**src/rtl/h1_pkg.sv**
```systemverilog
// ---------------------------------------------------------------------------
// h1_pkg
// Shared definitions for the H1 channel scheduler.
//   W_DEFAULT : default sample/result width
//   h1_state_e: scheduler FSM encoding (IDLE / CALC / HOLD)
//   ch_width  : channel-id width for a power-of-two channel count
// ---------------------------------------------------------------------------
package h1_pkg;

  localparam int W_DEFAULT = 16;

  typedef enum logic [1:0] {
    ST_IDLE = 2'd0,
    ST_CALC = 2'd1,
    ST_HOLD = 2'd2
  } h1_state_e;

  // Smallest w with 2**w >= n; exact log2 for the power-of-two counts used here.
  function automatic int ch_width(input int n);
    int w;
    w = 0;
    for (int i = 0; i < 31; i++) begin
      if ((32'd1 << i) < n) begin
        w = i + 1;
      end else begin
        w = w;
      end
    end
    return w;
  endfunction

endpackage

```
**src/rtl/h1_tap_alu.sv**
```systemverilog
// ---------------------------------------------------------------------------
// h1_tap_alu
// Combinational H1 tap: y = (d1<<1) + (d1<<2) - (d2<<1) = 6*d1 - 2*d2.
// Every term is truncated to W bits and the sum wraps modulo 2**W.
// Ports:
//   d1 in  W  previous sample x[n-1]
//   d2 in  W  sample before that, x[n-2]
//   y  out W  filter tap result
// ---------------------------------------------------------------------------
module h1_tap_alu #(
  parameter int W = 16
) (
  input  logic [W-1:0] d1,
  input  logic [W-1:0] d2,
  output logic [W-1:0] y
);

  logic [W-1:0] d1_x2_s;
  logic [W-1:0] d1_x4_s;
  logic [W-1:0] d2_x2_s;

  // Shift-and-add datapath; shifted-out MSBs are dropped on purpose.
  always_comb begin
    d1_x2_s = {d1[W-2:0], 1'b0};
    d1_x4_s = {d1[W-3:0], 2'b00};
    d2_x2_s = {d2[W-2:0], 1'b0};
    y       = d1_x2_s + d1_x4_s - d2_x2_s;
  end

endmodule

```
**src/rtl/h1_channel_scheduler.sv**
```systemverilog
// ---------------------------------------------------------------------------
// h1_channel_scheduler
// Shares one H1 tap ALU across NCH channels. Requests are granted
// round-robin, the granted channel's result is computed from its own
// two-sample history, and the result is offered on a valid/ready port.
// Ports:
//   CLK       in  1      clock, rising edge
//   reset     in  1      synchronous active-low reset
//   in_valid  in  NCH    per-channel sample request
//   in_data   in  NCH*W  channel c sample at [c*W +: W]
//   in_ready  out NCH    one-hot grant (IDLE only)
//   hist_clr  in  1      synchronous clear of every channel history
//   out_valid out 1      result available
//   out_data  out W      H1 result
//   out_ch    out CW     channel id of out_data
//   out_ready in  1      downstream accepts result (HOLD only)
// ---------------------------------------------------------------------------
module h1_channel_scheduler
  import h1_pkg::*;
#(
  parameter int NCH = 4,
  parameter int W   = W_DEFAULT,
  localparam int CW = ch_width(NCH)
) (
  input  logic             CLK,
  input  logic             reset,
  input  logic [NCH-1:0]   in_valid,
  input  logic [NCH*W-1:0] in_data,
  output logic [NCH-1:0]   in_ready,
  input  logic             hist_clr,
  output logic             out_valid,
  output logic [W-1:0]     out_data,
  output logic [CW-1:0]    out_ch,
  input  logic             out_ready
);

  h1_state_e      state_q, state_d;
  logic [CW-1:0]  rr_ptr_q, rr_ptr_d;
  logic [CW-1:0]  ch_q, ch_d;
  logic [W-1:0]   x_q, x_d;
  logic           out_valid_q, out_valid_d;
  logic [W-1:0]   out_data_q, out_data_d;
  logic [CW-1:0]  out_ch_q, out_ch_d;
  logic [W-1:0]   d1_q [NCH];
  logic [W-1:0]   d1_d [NCH];
  logic [W-1:0]   d2_q [NCH];
  logic [W-1:0]   d2_d [NCH];

  logic           grant_found_s;
  logic [CW-1:0]  grant_ch_s;
  logic [CW-1:0]  cand_s;
  logic [NCH-1:0] in_ready_s;
  logic [W-1:0]   alu_y_s;

  // Shared tap arithmetic, always looking at the captured channel's history.
  h1_tap_alu #(.W(W)) u_alu (
    .d1 (d1_q[ch_q]),
    .d2 (d2_q[ch_q]),
    .y  (alu_y_s)
  );

  // Round-robin picker: first requester at or after rr_ptr, wrapping mod NCH.
  always_comb begin
    grant_found_s = 1'b0;
    grant_ch_s    = {CW{1'b0}};
    cand_s        = {CW{1'b0}};
    for (int i = 0; i < NCH; i++) begin
      cand_s        = rr_ptr_q + CW'(i);
      grant_ch_s    = (!grant_found_s && in_valid[cand_s]) ? cand_s : grant_ch_s;
      grant_found_s = grant_found_s | in_valid[cand_s];
    end
  end

  // State register and all datapath flops.
  always_ff @(posedge CLK) begin
    if (!reset) begin
      state_q     <= ST_IDLE;
      rr_ptr_q    <= {CW{1'b0}};
      ch_q        <= {CW{1'b0}};
      x_q         <= {W{1'b0}};
      out_valid_q <= 1'b0;
      out_data_q  <= {W{1'b0}};
      out_ch_q    <= {CW{1'b0}};
      for (int c = 0; c < NCH; c++) begin
        d1_q[c] <= {W{1'b0}};
        d2_q[c] <= {W{1'b0}};
      end
    end else begin
      state_q     <= state_d;
      rr_ptr_q    <= rr_ptr_d;
      ch_q        <= ch_d;
      x_q         <= x_d;
      out_valid_q <= out_valid_d;
      out_data_q  <= out_data_d;
      out_ch_q    <= out_ch_d;
      for (int c = 0; c < NCH; c++) begin
        d1_q[c] <= d1_d[c];
        d2_q[c] <= d2_d[c];
      end
    end
  end

  // Next-state logic.
  always_comb begin
    state_d = state_q;
    case (state_q)
      ST_IDLE: state_d = grant_found_s ? ST_CALC : ST_IDLE;
      ST_CALC: state_d = ST_HOLD;
      ST_HOLD: state_d = out_ready ? ST_IDLE : ST_HOLD;
      default: state_d = ST_IDLE;
    endcase
  end

  // Per-state outputs, capture, result register and history update.
  always_comb begin
    in_ready_s  = {NCH{1'b0}};
    rr_ptr_d    = rr_ptr_q;
    ch_d        = ch_q;
    x_d         = x_q;
    out_valid_d = out_valid_q;
    out_data_d  = out_data_q;
    out_ch_d    = out_ch_q;
    for (int c = 0; c < NCH; c++) begin
      d1_d[c] = d1_q[c];
      d2_d[c] = d2_q[c];
    end
    case (state_q)
      ST_IDLE: begin
        if (grant_found_s) begin
          in_ready_s[grant_ch_s] = 1'b1;
          x_d  = in_data[int'(grant_ch_s)*W +: W];
          ch_d = grant_ch_s;
        end else begin
          in_ready_s = {NCH{1'b0}};
        end
      end
      ST_CALC: begin
        // Result uses the history as it stood before this edge.
        out_data_d  = alu_y_s;
        out_ch_d    = ch_q;
        out_valid_d = 1'b1;
        d2_d[ch_q]  = d1_q[ch_q];
        d1_d[ch_q]  = x_q;
      end
      ST_HOLD: begin
        if (out_ready) begin
          out_valid_d = 1'b0;
          rr_ptr_d    = ch_q + CW'(1'b1);
        end else begin
          out_valid_d = out_valid_q;
        end
      end
      default: begin
        in_ready_s = {NCH{1'b0}};
      end
    endcase
    // A clear wins over the CALC history update but not over the result.
    if (hist_clr) begin
      for (int c = 0; c < NCH; c++) begin
        d1_d[c] = {W{1'b0}};
        d2_d[c] = {W{1'b0}};
      end
    end else begin
      ch_d = ch_d;
    end
  end

  // Grants are suppressed while reset is asserted.
  always_comb begin
    in_ready = reset ? in_ready_s : {NCH{1'b0}};
  end

  assign out_valid = out_valid_q;
  assign out_data  = out_data_q;
  assign out_ch    = out_ch_q;

endmodule

```
**config.mk**
```make
export PLATFORM = sky130hd
export DESIGN_NAME = h1_channel_scheduler
export DESIGN_NICKNAME = d
export VERILOG_FILES = /design/src/rtl/h1_pkg.sv /design/src/rtl/h1_tap_alu.sv /design/src/rtl/h1_channel_scheduler.sv
export SDC_FILE = /design/constraint.sdc
export NUM_CORES = 1
export LEC_CHECK = 0
export ABC_AREA = 1
export BUFFER_PORTS_ARGS = -buffer_cell sky130_fd_sc_hd__clkbuf_2
export CAP_MARGIN = 20
export CORE_UTILIZATION = 53
export CTS_CLUSTER_DIAMETER = 150
export DETAILED_ROUTE_END_ITERATION = 10
export PLACE_DENSITY = 0.82
export RECOVER_POWER = 25
export SLEW_MARGIN = 20
export SYNTH_ARGS = -nofsm -noshare
export SYNTH_HDL_FRONTEND = slang
export SYNTH_SLANG_ARGS = --single-unit
```
**constraint.sdc**
```tcl
create_clock -name CLK -period 3.35 [get_ports CLK]
set_clock_uncertainty 0.05 [all_clocks]
set_input_delay 0.1675 -clock CLK [delete_from_list [all_inputs] [get_ports CLK]]
set_output_delay 0.1675 -clock CLK [all_outputs]
set_load 0.02 [all_outputs]
```
## After elaboration in Yosys (flattened, before gate mapping)

Memories as Yosys holds them, arrays and structs flattened. A register that Yosys moved wholly into a read port is not among the register bits.
Cells that the tools add are included.

| operators by class | value |
|---|---|
| $add $sub $neg | 6 |
| $lt $le $gt $ge | 8 |
| equality and inequality tests | 3 |
| shifts and indexed selects | 1 |
| mux-type cells | 44 |
| bitwise gates (word level) | 12 |
| reduce and logical (&&, ||, !) cells | 13 |

Operator list:

| kind | count |
|---|---|
| $mux W64 | 4 |
| $mux W16 | 9 |
| $bwmux W64 | 2 |
| $shiftx A64 B7 Y16 | 1 |
| $demux W16 S2 | 1 |
| $mux W2 | 9 |
| $add A16 B16 Y16 | 1 |
| $sub A16 B16 Y16 | 1 |
| $lt A2 B3 Y1 const B | 5 |
| $mux W4 | 3 |
| $or A1 B1 Y1 | 11 |
| $mux W1 | 9 |
| $bmux W1 S2 | 4 |
| $pmux W2 S3 | 1 |
| $reduce_and A2 Y1 | 3 |
| $logic_and A1 B1 Y1 | 5 |
| $add A2 B1 Y2 const B | 2 |
| $add A2 B2 Y2 const B | 2 |
| $ge A3 B3 Y1 const B | 1 |
| $logic_not A1 Y1 | 3 |
| $lt A3 B1 Y1 const B | 1 |
| $not A2 Y3 | 1 |
| $demux W1 S2 | 1 |
| $eq A2 B1 Y1 const B | 1 |
| 6 further kinds | 6 |

| word-level totals | value |
|---|---|
| flip-flop bits (word level) | 41 |
| RAM bits | 128 |
| input bits | 72 |
| output and inout port bits | 23 |
| word-level logic and storage cells | 96 |
| memories | 2 |

Memories:

| name | depth | bits a word | rd ports | clocked after Yosys merged registers in | write ports | line | text |
|---|---|---|---|---|---|---|---|
| d1_q | 4 | 16 | 5 | 1 | 4 | h1_channel_scheduler.sv:44 | `logic [W-1:0] d1_q [NCH];` |
| d2_q | 4 | 16 | 5 | 1 | 4 | h1_channel_scheduler.sv:46 | `logic [W-1:0] d2_q [NCH];` |

## Logic depth before layout (Yosys ltp)

| logic depth | value |
|---|---|
| depth in word-level cells | 15 |
| depth in mapped cells | 20 |
| mapped depth without buffers | 20 |

## By module

From an unflattened synthesis, not the netlist that was laid out.

| second synthesis, totals | value |
|---|---|
| cell total of the unflattened synthesis | 1299 |
| area total of the unflattened synthesis | 9093.7 um2 |

Modules (own cells, without submodules):

| module | times used | cells an instance | area each (um2) |
|---|---|---|---|
| h1_channel_scheduler | 1 | 1069 | 7746.2 |
| h1_tap_alu | 1 | 230 | 1347.5 |

## Least setup slack after synthesis

Ideal clock, no wire load.

| timing path | value |
|---|---|
| path kind | register to register |
| start point | reg (tool-made name) |
| end point | reg out_data_q[11] (netlist: out_data[11]) |
| library setup time | 0.109 ns |
| arrival | 3.196 ns |
| path slack | -0.005 ns |
| cell stages (with the launch flop) | 17 |
| buffers on the path | 2 |
| period minus slack after synthesis | 3.355 ns |
| cells stage by stage | dfxtp_1 > buf_2 > buf_1 > o21ai_0 > a21oi_1 > fa_1 > fa_1 > o21ai_0 > nand2_1 > nand2_1 > nand3_1 > nand2_1 > nand2_1 > nand3_1 > nand3_1 > nand2_1 > inv_1 |

RTL lines:

| element | line | text |
|---|---|---|
| end signal: assignment | h1_channel_scheduler.sv:82 | `out_data_q <= {W{1'b0}};` |
| end signal: assignment | h1_channel_scheduler.sv:94 | `out_data_q <= out_data_d;` |
| end: declaration | h1_channel_scheduler.sv:42 | `logic [W-1:0] out_data_q, out_data_d;` |

==> metrics.txt <==
first-pass GRT wire length 34.9 mm; hpwl dp 13.3 mm; Area growth syn-to-layout 19.7%; Slew headroom 37.1%; largest family of logic cells by synthesized area compound AO/OA/AOI/OAI gates; GRT Residual Overflow 0; IO Pins 95; Total GRT Usage 27.3%; compound-cell area share of the yosys netlist 22.6%; core box area 15100 µm²; share of cells above drive strength 1 14.7%; Cell Area, Synth 8170 µm²; most frequent CP cell nand2_1; PortBufs 89; Worst VDD drop 0.386 mV; clk_lat worst skew 0.44 ns; register area 3230 µm²; Min Hold Slack 0.00891 ns; Std-Cell Rows 45; origin of the worst min-delay path in_data[6]; clk root buf clkbuf_16; CP max FO 7; RSZ-0062 raised after global routing true; via count 7923; post-synthesis cell type count 39; clock slew at reported path FFs 0.06 ns; Peak Freq 0.309 GHz; DRT antenna net count 0; initial antenna violation count 0; Syn Area/Cell 7.20 µm²; cells after synthesis 1134; Reg2Reg Capture Point out_data[15]; hold crit path type input port to flip-flop; CP max-delay cell fa_1; R2R setup slack 0.11 ns; pins over their slew limit 0; period utilization 96.6%; simple-gate portion of the synthesized area 21.5%; Adder-Cell Fraction of Synth Area 6.19%; drt total wl 20.5 mm; Ys Warns 0; status finished, final reports clean; minimum clock period 3.24 ns; commonest non-fill, non-tap cell in the layout nand2_1; DRT Pass-1 Iters 5; Die Width 126 µm; CTS Buffer Depth 2; Initial Util 53.9%; CTS tree done; pwr/cell area 640 nW/µm²; sequence of cells on the critical path clkbuf_2 -> nand2_1 -> o21ai_1 -> a21oi_1 -> buf_4 -> fa_1 -> inv_1 -> ha_1 -> a21oi_1 -> o21ai_0 -> buf_4 -> nand2_1 -> nand2_1 -> buf_4 -> nand3_1 -> nand2_1 -> nand3_1 -> nand2_1 -> nor2_1 -> nor2_1; Seq cells post-synth 161; Slowest Stage Delay on Critical Path 0.53 ns; commonest non-fill, non-tap cells in the layout nand2_1 (212), a21oi_1 (167), dfxtp_1 (158), o21ai_0 (156), inv_1 (110); Final Wtd Congestion 0.868; drt drc 0; largest net degree at the start of global routing 88; vias in the first global route 7579; DR WL/cell 14.2 µm; # diodes 0; Req. time, crit path 3.62 ns; Layout Nets 1346; CTS Buf Count 17; Seq/Total Area, Yosys 39.4%; fill cell count 1299; TritonCTS Sinks 161; sum of negative setup slack 0 ns; crit path capture type flip-flop; Worst Reg-to-Reg Cells 20; Fin. Hold Viols 0; Setup crit start kind flip-flop; hold depth 5; Die H 126 µm; Iteration-0 DRC Markers 683; Worst Max-Slew Pin Slew 0.942 ns; Avg Vias per Cell 5.49; mux contribution to synthesized area 0%; synth top area cells dfxtp_1 (39%), a21oi_1 (10%), nand2_1 (9.7%); Critical Path AT 3.51 ns; Die Area 15900 µm²; share of the synthesized area in the top cell type 39.4%; Leak Pwr 4.26 nW; max cap viols 0; CP endpoint out_data[15]; Final setup viols 0; XOR/XNOR Fraction of Synth Area 0.965%; Multi-input gate area 4220 µm²; WS Path Type flip-flop to flip-flop; syn nets 1238; Synth area leader dfxtp_1; depth of the CTS H-tree 4
flip-flops by register name (all words and copies together), names as in the netlist, named ones only:
signal / flops
x_q: 15
out_data: 15
out_valid: 1
rr_ptr_q: 2
ch_q: 2
out_ch: 2
state_q: 2
d2_q: 60
d1_q: 60
layout make-up:
class,count,area share [%]
clock buffers,23,4.99
clock inverters,9,0.985
inverters,118,4.54
multi-input cells,787,43.2
flip-flops and latches,161,33.0
well taps,188,2.41
repair buffers,157,10.9
where the power goes:
group	switching [mW]	leakage, nW	internal, mW
clock network	0.796	0.277	1.11
logic	1.32	2.68	0.858
registers	0.119	1.31	2.05
metal layers:
| layer | GRT usage, % | wire length [µm] | vias up |
|---|---|---|---|
| met5 | 0 | 0 | - |
| met4 | 11.6 | 535 | 0 |
| met3 | 5.56 | 1110 | 46 |
| met2 | 46.5 | 9830 | 267 |
| met1 | 33.5 | 9010 | 3622 |
| li1 | - | - | 3988 |
critical path: cells and delay by family, from the launching register on:
kind                     cells  cell delay (ns)
adder cells (fa/ha/maj)      2             0.87
flip-flops                   1             0.41
AO/OA/AOI/OAI                4             0.43
buffers and inverters        5             0.72
AND/OR/NAND/NOR              9             0.63
how the worst min path moves through the flow:
stage | end | slack (ns)
2_1_floorplan | out_data[14] | 0.26
3_3_place_gp | x_q[0] | 0.37
3_5_place_dp | x_q[0] | 0.38
4_1_cts | x_q[6] | 0.0005
5_1_grt | x_q[7] | 0.04
6_report | x_q[6] | 0.009
timing repair:
action / CTS / global route
buffers inserted: 0 / 2
resized for setup: 0 / 12
endpoints found under the hold margin: 11 / 0
endpoints found under the setup margin: 0 / 11
hold buffers: 20 / 0
synth_stat cells (all sizes together):
library cell,number
clkinv,3
nand3,76
a32o,1
inv,115
o21ai,161
o22ai,14
buf,24
a32oi,1
xnor2,2
a21o,3
nand2,222
a21oi,171
conb,1
a31oi,1
clkbuf,44
dfxtp,161
xor2,7
ha,18
nor2,67
nand3b,3
o21bai,1
nand4,20
o211ai,4
fa,14
through the flow:
step	total power [mW]	area, µm²	std cells	utilization, %	setup WS (ns)
5_1_grt	6.64	9780	1443	64.6	-0.123
4_1_cts	6.23	9700	1439	64.1	0.0358
3_5_place_dp	4.29	8920	1387	58.9	0.119
3_3_place_gp	4.24	8920	1387	58.9	0.156
2_1_floorplan	3.65	8170	1134	-	0.122
6_report	6.26	9780	1443	64.6	0.113
logic make-up (layout without fill, tap and decap cells):
kind of cell,after synthesis,after routing
xor+xnor,9,9
compound gates,357,357
buf+inv,186,307
other cells,1,1
fa+ha+maj,32,32
simple gates,388,388
flops,161,161
Power figures use the tool's default switching activity.
